<file path="src/rtl/multicycle_ctrl.sv">
// Multicycle RV32I control unit: a single state register with combinationally
// decoded datapath strobes for FETCH/DECODE/EXEC/MEM/WB and a sticky TRAP.
module multicycle_ctrl (
  input  logic        clk,
  input  logic        rst,
  input  logic [31:0] inst,
  input  logic        BrEq,
  input  logic        BrLt,
  input  logic        mem_ready,
  output logic [2:0]  state,
  output logic        MemReq,
  output logic        MemRW,
  output logic        IorD,
  output logic        IRWrite,
  output logic        PCWrite,
  output logic        PCSel,
  output logic        RegWEn,
  output logic        BrUn,
  output logic        ASel,
  output logic        BSel,
  output logic [1:0]  WBSel,
  output logic [3:0]  ALUSel,
  output logic        instr_done,
  output logic        illegal
);

  typedef enum logic [2:0] {
    StFetch  = 3'd0,
    StDecode = 3'd1,
    StExec   = 3'd2,
    StMem    = 3'd3,
    StWb     = 3'd4,
    StTrap   = 3'd5
  } state_e;

  localparam logic [4:0] OpR      = 5'b01100;
  localparam logic [4:0] OpImm    = 5'b00100;
  localparam logic [4:0] OpLoad   = 5'b00000;
  localparam logic [4:0] OpStore  = 5'b01000;
  localparam logic [4:0] OpBranch = 5'b11000;
  localparam logic [4:0] OpJal    = 5'b11011;
  localparam logic [4:0] OpJalr   = 5'b11001;

  localparam logic [3:0] AluAdd  = 4'b0000;
  localparam logic [3:0] AluSub  = 4'b0001;
  localparam logic [3:0] AluSll  = 4'b0010;
  localparam logic [3:0] AluSlt  = 4'b0011;
  localparam logic [3:0] AluSltu = 4'b0100;
  localparam logic [3:0] AluXor  = 4'b0101;
  localparam logic [3:0] AluSrl  = 4'b0110;
  localparam logic [3:0] AluSra  = 4'b0111;
  localparam logic [3:0] AluOr   = 4'b1000;
  localparam logic [3:0] AluAnd  = 4'b1001;

  localparam logic [1:0] WbMem = 2'b00;
  localparam logic [1:0] WbAlu = 2'b01;
  localparam logic [1:0] WbPc4 = 2'b10;

  state_e state_q, state_d;

  logic [4:0] opcode;
  logic [2:0] funct3;
  logic       alt;
  logic       is_r, is_imm, is_load, is_store, is_branch, is_jal, is_jalr;
  logic       legal;
  logic       br_taken;
  logic [3:0] alu_arith;

  // Fields the control path never looks at (rd, rs1, rs2, most of imm, length bits).
  logic unused_inst;
  assign unused_inst = ^{inst[31], inst[29:15], inst[11:7], inst[1:0]};

  assign opcode = inst[6:2];
  assign funct3 = inst[14:12];
  assign alt    = inst[30];

  assign is_r      = (opcode == OpR);
  assign is_imm    = (opcode == OpImm);
  assign is_load   = (opcode == OpLoad);
  assign is_store  = (opcode == OpStore);
  assign is_branch = (opcode == OpBranch);
  assign is_jal    = (opcode == OpJal);
  assign is_jalr   = (opcode == OpJalr);

  // Branch funct3 010/011 are reserved encodings.
  assign legal = is_r | is_imm | is_load | is_store | is_jal | is_jalr |
                 (is_branch & (funct3[2:1] != 2'b01));

  always_comb begin
    br_taken = 1'b0;
    unique case (funct3)
      3'b000:         br_taken = BrEq;
      3'b001:         br_taken = ~BrEq;
      3'b100, 3'b110: br_taken = BrLt;
      3'b101, 3'b111: br_taken = ~BrLt;
      default:        br_taken = 1'b0;
    endcase
  end

  // inst[30] selects sub only for R-type; it always selects sra on a right shift.
  always_comb begin
    alu_arith = AluAdd;
    unique case (funct3)
      3'b000:  alu_arith = (is_r && alt) ? AluSub : AluAdd;
      3'b001:  alu_arith = AluSll;
      3'b010:  alu_arith = AluSlt;
      3'b011:  alu_arith = AluSltu;
      3'b100:  alu_arith = AluXor;
      3'b101:  alu_arith = alt ? AluSra : AluSrl;
      3'b110:  alu_arith = AluOr;
      3'b111:  alu_arith = AluAnd;
      default: alu_arith = AluAdd;
    endcase
  end

  always_comb begin
    state_d = state_q;
    unique case (state_q)
      StFetch:  if (mem_ready) state_d = StDecode;
      StDecode: state_d = legal ? StExec : StTrap;
      StExec: begin
        if (is_load || is_store) state_d = StMem;
        else if (is_branch)      state_d = StFetch;
        else                     state_d = StWb;
      end
      StMem:    if (mem_ready) state_d = is_load ? StWb : StFetch;
      StWb:     state_d = StFetch;
      StTrap:   state_d = StTrap;
      default:  state_d = StFetch;
    endcase
  end

  always_ff @(posedge clk or posedge rst) begin
    if (rst) state_q <= StFetch;
    else     state_q <= state_d;
  end

  logic       mem_req_c, mem_rw_c, iord_c, ir_write_c, pc_write_c, pc_sel_c;
  logic       reg_wen_c, br_un_c, a_sel_c, b_sel_c, done_c;
  logic [1:0] wb_sel_c;
  logic [3:0] alu_sel_c;

  always_comb begin
    mem_req_c  = 1'b0;
    mem_rw_c   = 1'b0;
    iord_c     = 1'b0;
    ir_write_c = 1'b0;
    pc_write_c = 1'b0;
    pc_sel_c   = 1'b0;
    reg_wen_c  = 1'b0;
    br_un_c    = 1'b0;
    a_sel_c    = 1'b0;
    b_sel_c    = 1'b0;
    done_c     = 1'b0;
    wb_sel_c   = WbAlu;
    alu_sel_c  = AluAdd;
    unique case (state_q)
      StFetch: begin
        mem_req_c  = 1'b1;
        ir_write_c = mem_ready;
      end
      StExec: begin
        alu_sel_c = (is_r || is_imm) ? alu_arith : AluAdd;
        b_sel_c   = ~(is_r | is_branch);
        a_sel_c   = is_branch | is_jal;
        if (is_branch) begin
          pc_write_c = 1'b1;
          done_c     = 1'b1;
          pc_sel_c   = br_taken;
          br_un_c    = funct3[2] & funct3[1];
        end
      end
      StMem: begin
        mem_req_c = 1'b1;
        iord_c    = 1'b1;
        mem_rw_c  = is_store;
        if (mem_ready && is_store) begin
          pc_write_c = 1'b1;
          done_c     = 1'b1;
        end
      end
      StWb: begin
        reg_wen_c  = 1'b1;
        pc_write_c = 1'b1;
        done_c     = 1'b1;
        pc_sel_c   = is_jal | is_jalr;
        if (is_load)                wb_sel_c = WbMem;
        else if (is_jal || is_jalr) wb_sel_c = WbPc4;
        else                        wb_sel_c = WbAlu;
      end
      default: ;
    endcase
  end

  // Reset is asynchronous, so strobes are masked directly rather than via state.
  assign state      = state_q;
  assign MemReq     = mem_req_c  & ~rst;
  assign MemRW      = mem_rw_c   & ~rst;
  assign IorD       = iord_c     & ~rst;
  assign IRWrite    = ir_write_c & ~rst;
  assign PCWrite    = pc_write_c & ~rst;
  assign PCSel      = pc_sel_c   & ~rst;
  assign RegWEn     = reg_wen_c  & ~rst;
  assign BrUn       = br_un_c    & ~rst;
  assign ASel       = a_sel_c    & ~rst;
  assign BSel       = b_sel_c    & ~rst;
  assign instr_done = done_c     & ~rst;
  assign WBSel      = wb_sel_c;
  assign ALUSel     = alu_sel_c;
  assign illegal    = (state_q == StTrap) & ~rst;

endmodule
</file>
<file path="config.mk">
export PLATFORM = sky130hd
export DESIGN_NAME = multicycle_ctrl
export DESIGN_NICKNAME = d
export VERILOG_FILES = /design/src/rtl/multicycle_ctrl.sv
export SDC_FILE = /design/constraint.sdc
export NUM_CORES = 1
export LEC_CHECK = 0
export ABC_AREA = 0
export BUFFER_PORTS_ARGS = -buffer_cell sky130_fd_sc_hd__buf_2
export CAP_MARGIN = 20
export CORE_UTILIZATION = 34
export CTS_CLUSTER_SIZE = 30
export DETAILED_ROUTE_END_ITERATION = 8
export PLACE_DENSITY = 0.88
export SKIP_LAST_GASP = 1
export SLEW_MARGIN = 5
export SYNTH_ARGS = -nofsm -noshare
export SYNTH_HDL_FRONTEND = slang
export SYNTH_SLANG_ARGS = --single-unit
</file>
<file path="constraint.sdc">
create_clock -name clk -period 1.92 [get_ports clk]
set_clock_uncertainty 0.15 [all_clocks]
set_input_delay 0.288 -clock clk [delete_from_list [all_inputs] [get_ports clk]]
set_output_delay 0.288 -clock clk [all_outputs]
set_load 0.01 [all_outputs]
</file>
-- After elaboration in Yosys (flattened, before gate mapping)
Index checks and enable logic that the tools add are counted.
- latch bits: 0
- register bits after elaboration: 3
- memories kept: 0
- output and inout bits: 21
- ROM bits: 0
- bits in writable memories: 0
- input port bits: 37
- word-level logic and storage cells: 90
- multipliers: 0
- reductions and logical operators: 12
- add/subtract/negate cells: 0
- muxes and demuxes: 30
- divide/modulo/power cells: 0
- shift-type cells: 0
- eq/ne operators: 21
- bitwise operators: 26
- $lt $le $gt $ge: 0
- operators by type and width (cell ; number):
    4-bit case mux with 8 select lines ; 1
    3-bit == test, second input constant ; 6
    3-bit two-way mux ; 6
    5-bit == test, second input constant ; 3
    3-bit case mux with 5 select lines ; 1
    1-bit two-way mux ; 14
    1-bit bitwise AND ; 13
    3-bit by 2-bit == test with 1-bit output, second input constant ; 4
    5-bit by 4-bit == test with 1-bit output, second input constant ; 2
    1-bit bitwise OR ; 9
    4-bit two-way mux ; 2
    3-bit by 1-bit == test with 1-bit output, second input constant ; 2
    3-bit zero test ; 2
    2-bit two-way mux ; 3
    2-bit OR reduction ; 3
    5-bit by 3-bit == test with 1-bit output, second input constant ; 1
    5-bit zero test ; 1
    2-bit != test, second input constant ; 2
    1-bit NOT ; 4
    1-bit case mux with 4 select lines ; 1
    1-bit logical OR ; 3
    1-bit case mux with 3 select lines ; 1
    1-bit logical AND ; 2
    2-bit by 1-bit != test with 1-bit output, second input constant ; 1
    2 further kinds ; 2

-- Depth between registers and ports, before layout
- word-level depth: 9
- depth in mapped cells: 6
- gate-level depth less buffers: 4

-- Worst setup path before layout
OpenSTA, ideal clock, no wires.
- path kind: in2out
- start: input inst[6]
- end: output instr_done
- path buffers: 2
- arrival: 1526 ps
- path slack: -44 ps
- required time: 1482 ps
- stages on the path: 6
- path through: buf_6 -> or4_4 -> nor2_1 -> a21oi_1 -> o21ai_1 -> buf_4
- cells in the longest elaborated chain, start to end: 5
- elaborated cells between the ends (all ways): 7
- those cells by class: 2 x eq/ne; 3 x mux; 1 x bitwise; 1 x reduce/logical
- ends and longest elaborated chain (what ; RTL line ; text):
    from (decl) ; 6 ; input logic [31:0] inst,
    5-bit by 4-bit == test with 1-bit output ; 80 ; assign is_store = (opcode == OpStore);
    1-bit logical AND ; 177 ; if (mem_ready && is_store) begin
    1-bit two-way mux ; -- ;
    1-bit case mux with 3 select lines (*) ; -- ;
    1-bit bitwise AND (*) ; -- ;
    to (decl) ; 23 ; output logic instr_done,
Every way passes the cells marked *; elsewhere a longest branch is shown, timed or not.

-- Worst setup path in the final report
- start: register state_q[2] (netlist: state[2])
- end: output instr_done
- cells in the longest elaborated chain, start to end: 3
- elaborated cells between the ends (all ways): 5
- those cells by class: 3 x eq/ne; 1 x mux; 1 x bitwise
- ends and longest elaborated chain (what ; RTL line ; text):
    from (decl) ; 59 ; state_e state_q, state_d;
    from (signal assigned) ; 134 ; if (rst) state_q <= StFetch;
    from (signal assigned) ; 135 ; else state_q <= state_d;
    3-bit == test / 3-bit by 2-bit == test with 1-bit output (equally long branches) ; 157 ; unique case (state_q)
    1-bit case mux with 3 select lines (*) ; 157 ;
    1-bit bitwise AND (*) ; 207 ; assign instr_done = done_c & ~rst;
Marks and branches as above.

==> flow_summary.yaml <==
outcome:
  status: "finished with violations"
  violations: "DRC, setup timing"
global_route:
  antenna_found_initial: 0
  grt_pass1_wl_um: 2850
  grt_pass1_vias: 728
  grt_overflow: 0
  grt_max_degree: 10
  grt_usage_pct: 19.8
final_layout:
  fin_cells: 140
  layout-drive-gt1-share_pct: 50.0
  diodes: 0
  synthToLayoutAreaGrowth_pct: 56.5
  layout.nets: 162
  largest_reg_flops: 3
die:
  rows: 14
  core_region_area_um2: 1510
  dieHeight_um: 42.3
  floorplan.initialDensity_pct: 36.6
  die_w_um: 42.3
  die_area_um2: 1790
  io_pins: 58
sta:
  worstMarginPinSlew_ps: 392
  timing.final.ws_setup_ps: -2.86
  post-route-min-period_ps: 1920
  final_hold_viol_count: 0
  min_period_over_period_pct: 100
  setup_viol: 2
  maxSlewViolCount: 0
  hold_ws_ps: 249
  fin_setup_tns_ps: -4.38
  fmax_ghz: 0.520
  slew_headroom_pct: 73.8
  rsz0062_at_grt: "yes"
placed_design:
  gp_congestion: 0.864
  placed_cells: 134
  dp_hpwl_um: 1400
  io_buffers: 34
pwr:
  combPwrFrac_pct: 30.8
  p_clk_share_pct: 43.1
  intPower_w: 0.000174
  p_seq_share_pct: 26.1
  power_switching_w: 0.0000696
  p_sw_share_pct: 28.5
  vdd_drop_max_v: 0.000469
  powerDensity_nw_per_um2: 283
  finalPower_w: 0.000244
  leakage_nw: 0.428
hold_path:
  worstHoldPathType: "input pin to flop"
cts:
  clock_sinks: 3
  path_clk_slew_ps: 30
  htreeDepth: 1
  cts_tree: "done"
  clockBufferDepth: 2
  clock_latency_ps: 230
  root_buffer: "clkbuf_4"
  cts_buffers: 3
yosys:
  synth.area.top_cells: "dfrtp_1, nor2_1, and3_1, a21oi_1, nand2b_1"
  synth_top_area_share_pct: 13.6
  synthCells: 81
  avgSynthCellArea_um2: 6.81
  synthFlopType: "dfrtp_1"
  synthTopCellsByCount: "nor2_1, and3_1, a21oi_1, o21ai_0"
  synthArstFlopShare_pct: 100
  ys_ff_latch: 3
  ys_warn_count: 0
  yosysMostFrequentCell: "nor2_1"
  synth_nets: 118
  yosysSeqAreaShare_pct: 13.6
  yosys.area.top_type: "dfrtp_1"
  synth_area_um2: 552
  synth_cell_types: 35
  synth_edf_count: 0
critical_path:
  required_ps: 1480
  crit_chain: "buf_6 -> nand4b_1 -> nor2_1 -> a21oi_1 -> o21ai_2 -> buf_2"
  path_class: "flop to output pin"
  cp.arrival_ps: 1480
  crit_path_top_delay_cell: "dfrtp_2"
  slowest_delay_ps: 440
  worst_setup_path_end_kind: "output pin"
  worstPathMaxFanout: 5
  cp-start-kind: "flop"
  path_delay_family: "flip-flops"
  path_buf_inv: 2
routing:
  viasPerCell: 5.59
  drt-total-wl_um: 1820
  via_count: 783
  postRouteAntennaNets: 0
  drc_errors: 1
  post_drt_wl_per_cell_um: 13.0
  drt_iter0_drc: 22
  drtPass1Iterations: 7
job:
  cap_violations: 0
worst paths after layout:
path                                       from              endpoint  slack (ps)  depth (start not counted)
max                        state[2]$_DFFE_PP0P_            instr_done          -3                          6
min                                     inst[5]  state[2]$_DFFE_PP0P_         250                          2
max reg2reg                state[1]$_DFFE_PP0P_  state[2]$_DFFE_PP0P_         290                          5
min reg2reg                state[2]$_DFFE_PP0P_  state[0]$_DFFE_PP0P_         510                          2
max in group asynchronous                   rst  state[2]$_DFFE_PP0P_        1060                          3
min in group asynchronous                   rst  state[2]$_DFFE_PP0P_         410                          3
routing by layer:
metal	GRT usage [%]	vias to the layer above	routed length, um
li1	-	383	-
met1	22.2	357	688
met2	34.8	39	987
met3	6.47	4	106
met4	6.88	0	41
met5	0	-	0
cells by family (layout without fill, tap and decap cells):
kind of cell | count (synthesis) | after routing | synth area share, %
DFF | 3 | 3 | 13.6
muxes | 2 | 2 | 3.85
and+or+nand+nor | 45 | 45 | 45.6
xor gates and xnor gates | 4 | 4 | 6.35
AOI/OAI and AO/OA | 19 | 19 | 22.9
buffers and inverters | 8 | 51 | 7.71
per-stage QoR:
stage / util (%) / setup slack [ps] / instance area, um2
finish: 57.3 / -2.86 / 863
CTS: 55.3 / 11.0 / 833
detailed placement: 51.2 / 57.8 / 771
global placement: 51.2 / 43.7 / 771
global route: 57.3 / -63.1 / 863
floorplan: - / 30.0 / 556
power groups by stage:
| stage | Clock (W) | Sequential (W) | Combinational [W] |
|---|---|---|---|
| after floorplan | 0 | 0.0000644 | 0.0000365 |
| final | 0.000105 | 0.0000636 | 0.0000751 |
| after detailed placement | 0 | 0.0000644 | 0.0000709 |
| after global routing | 0.000118 | 0.0000635 | 0.0000831 |
| after CTS | 0.000110 | 0.0000636 | 0.0000730 |
| after global placement | 0 | 0.0000644 | 0.0000676 |
layout by cell type, fill, tap and decap left out, types with 3 or more instances in the layout:
cell,n
inv_1,3
nor2_1,11
clkbuf_4,3
nor3_1,3
buf_4,6
buf_2,34
nand2b_1,3
a21oi_1,5
o21ai_0,5
and3_1,8
repair_timing:
action	in CTS	in global routing
hold endpoints to repair	3	0
resized for setup	5	8
endpoints found under the setup margin	9	11
pin swaps	1	0
hold buffers	1	0
buffers inserted	1	0
final cells by class:
cell class	instances	area (um2)
sequential	3	76.3
timing repair buffer	43	248
tap	16	20.0
multi-input combinational	70	478
clock buffer	4	26.3
inverter	4	15.0
fill	135	643
Note: power is estimated with default switching activity, not from simulation.
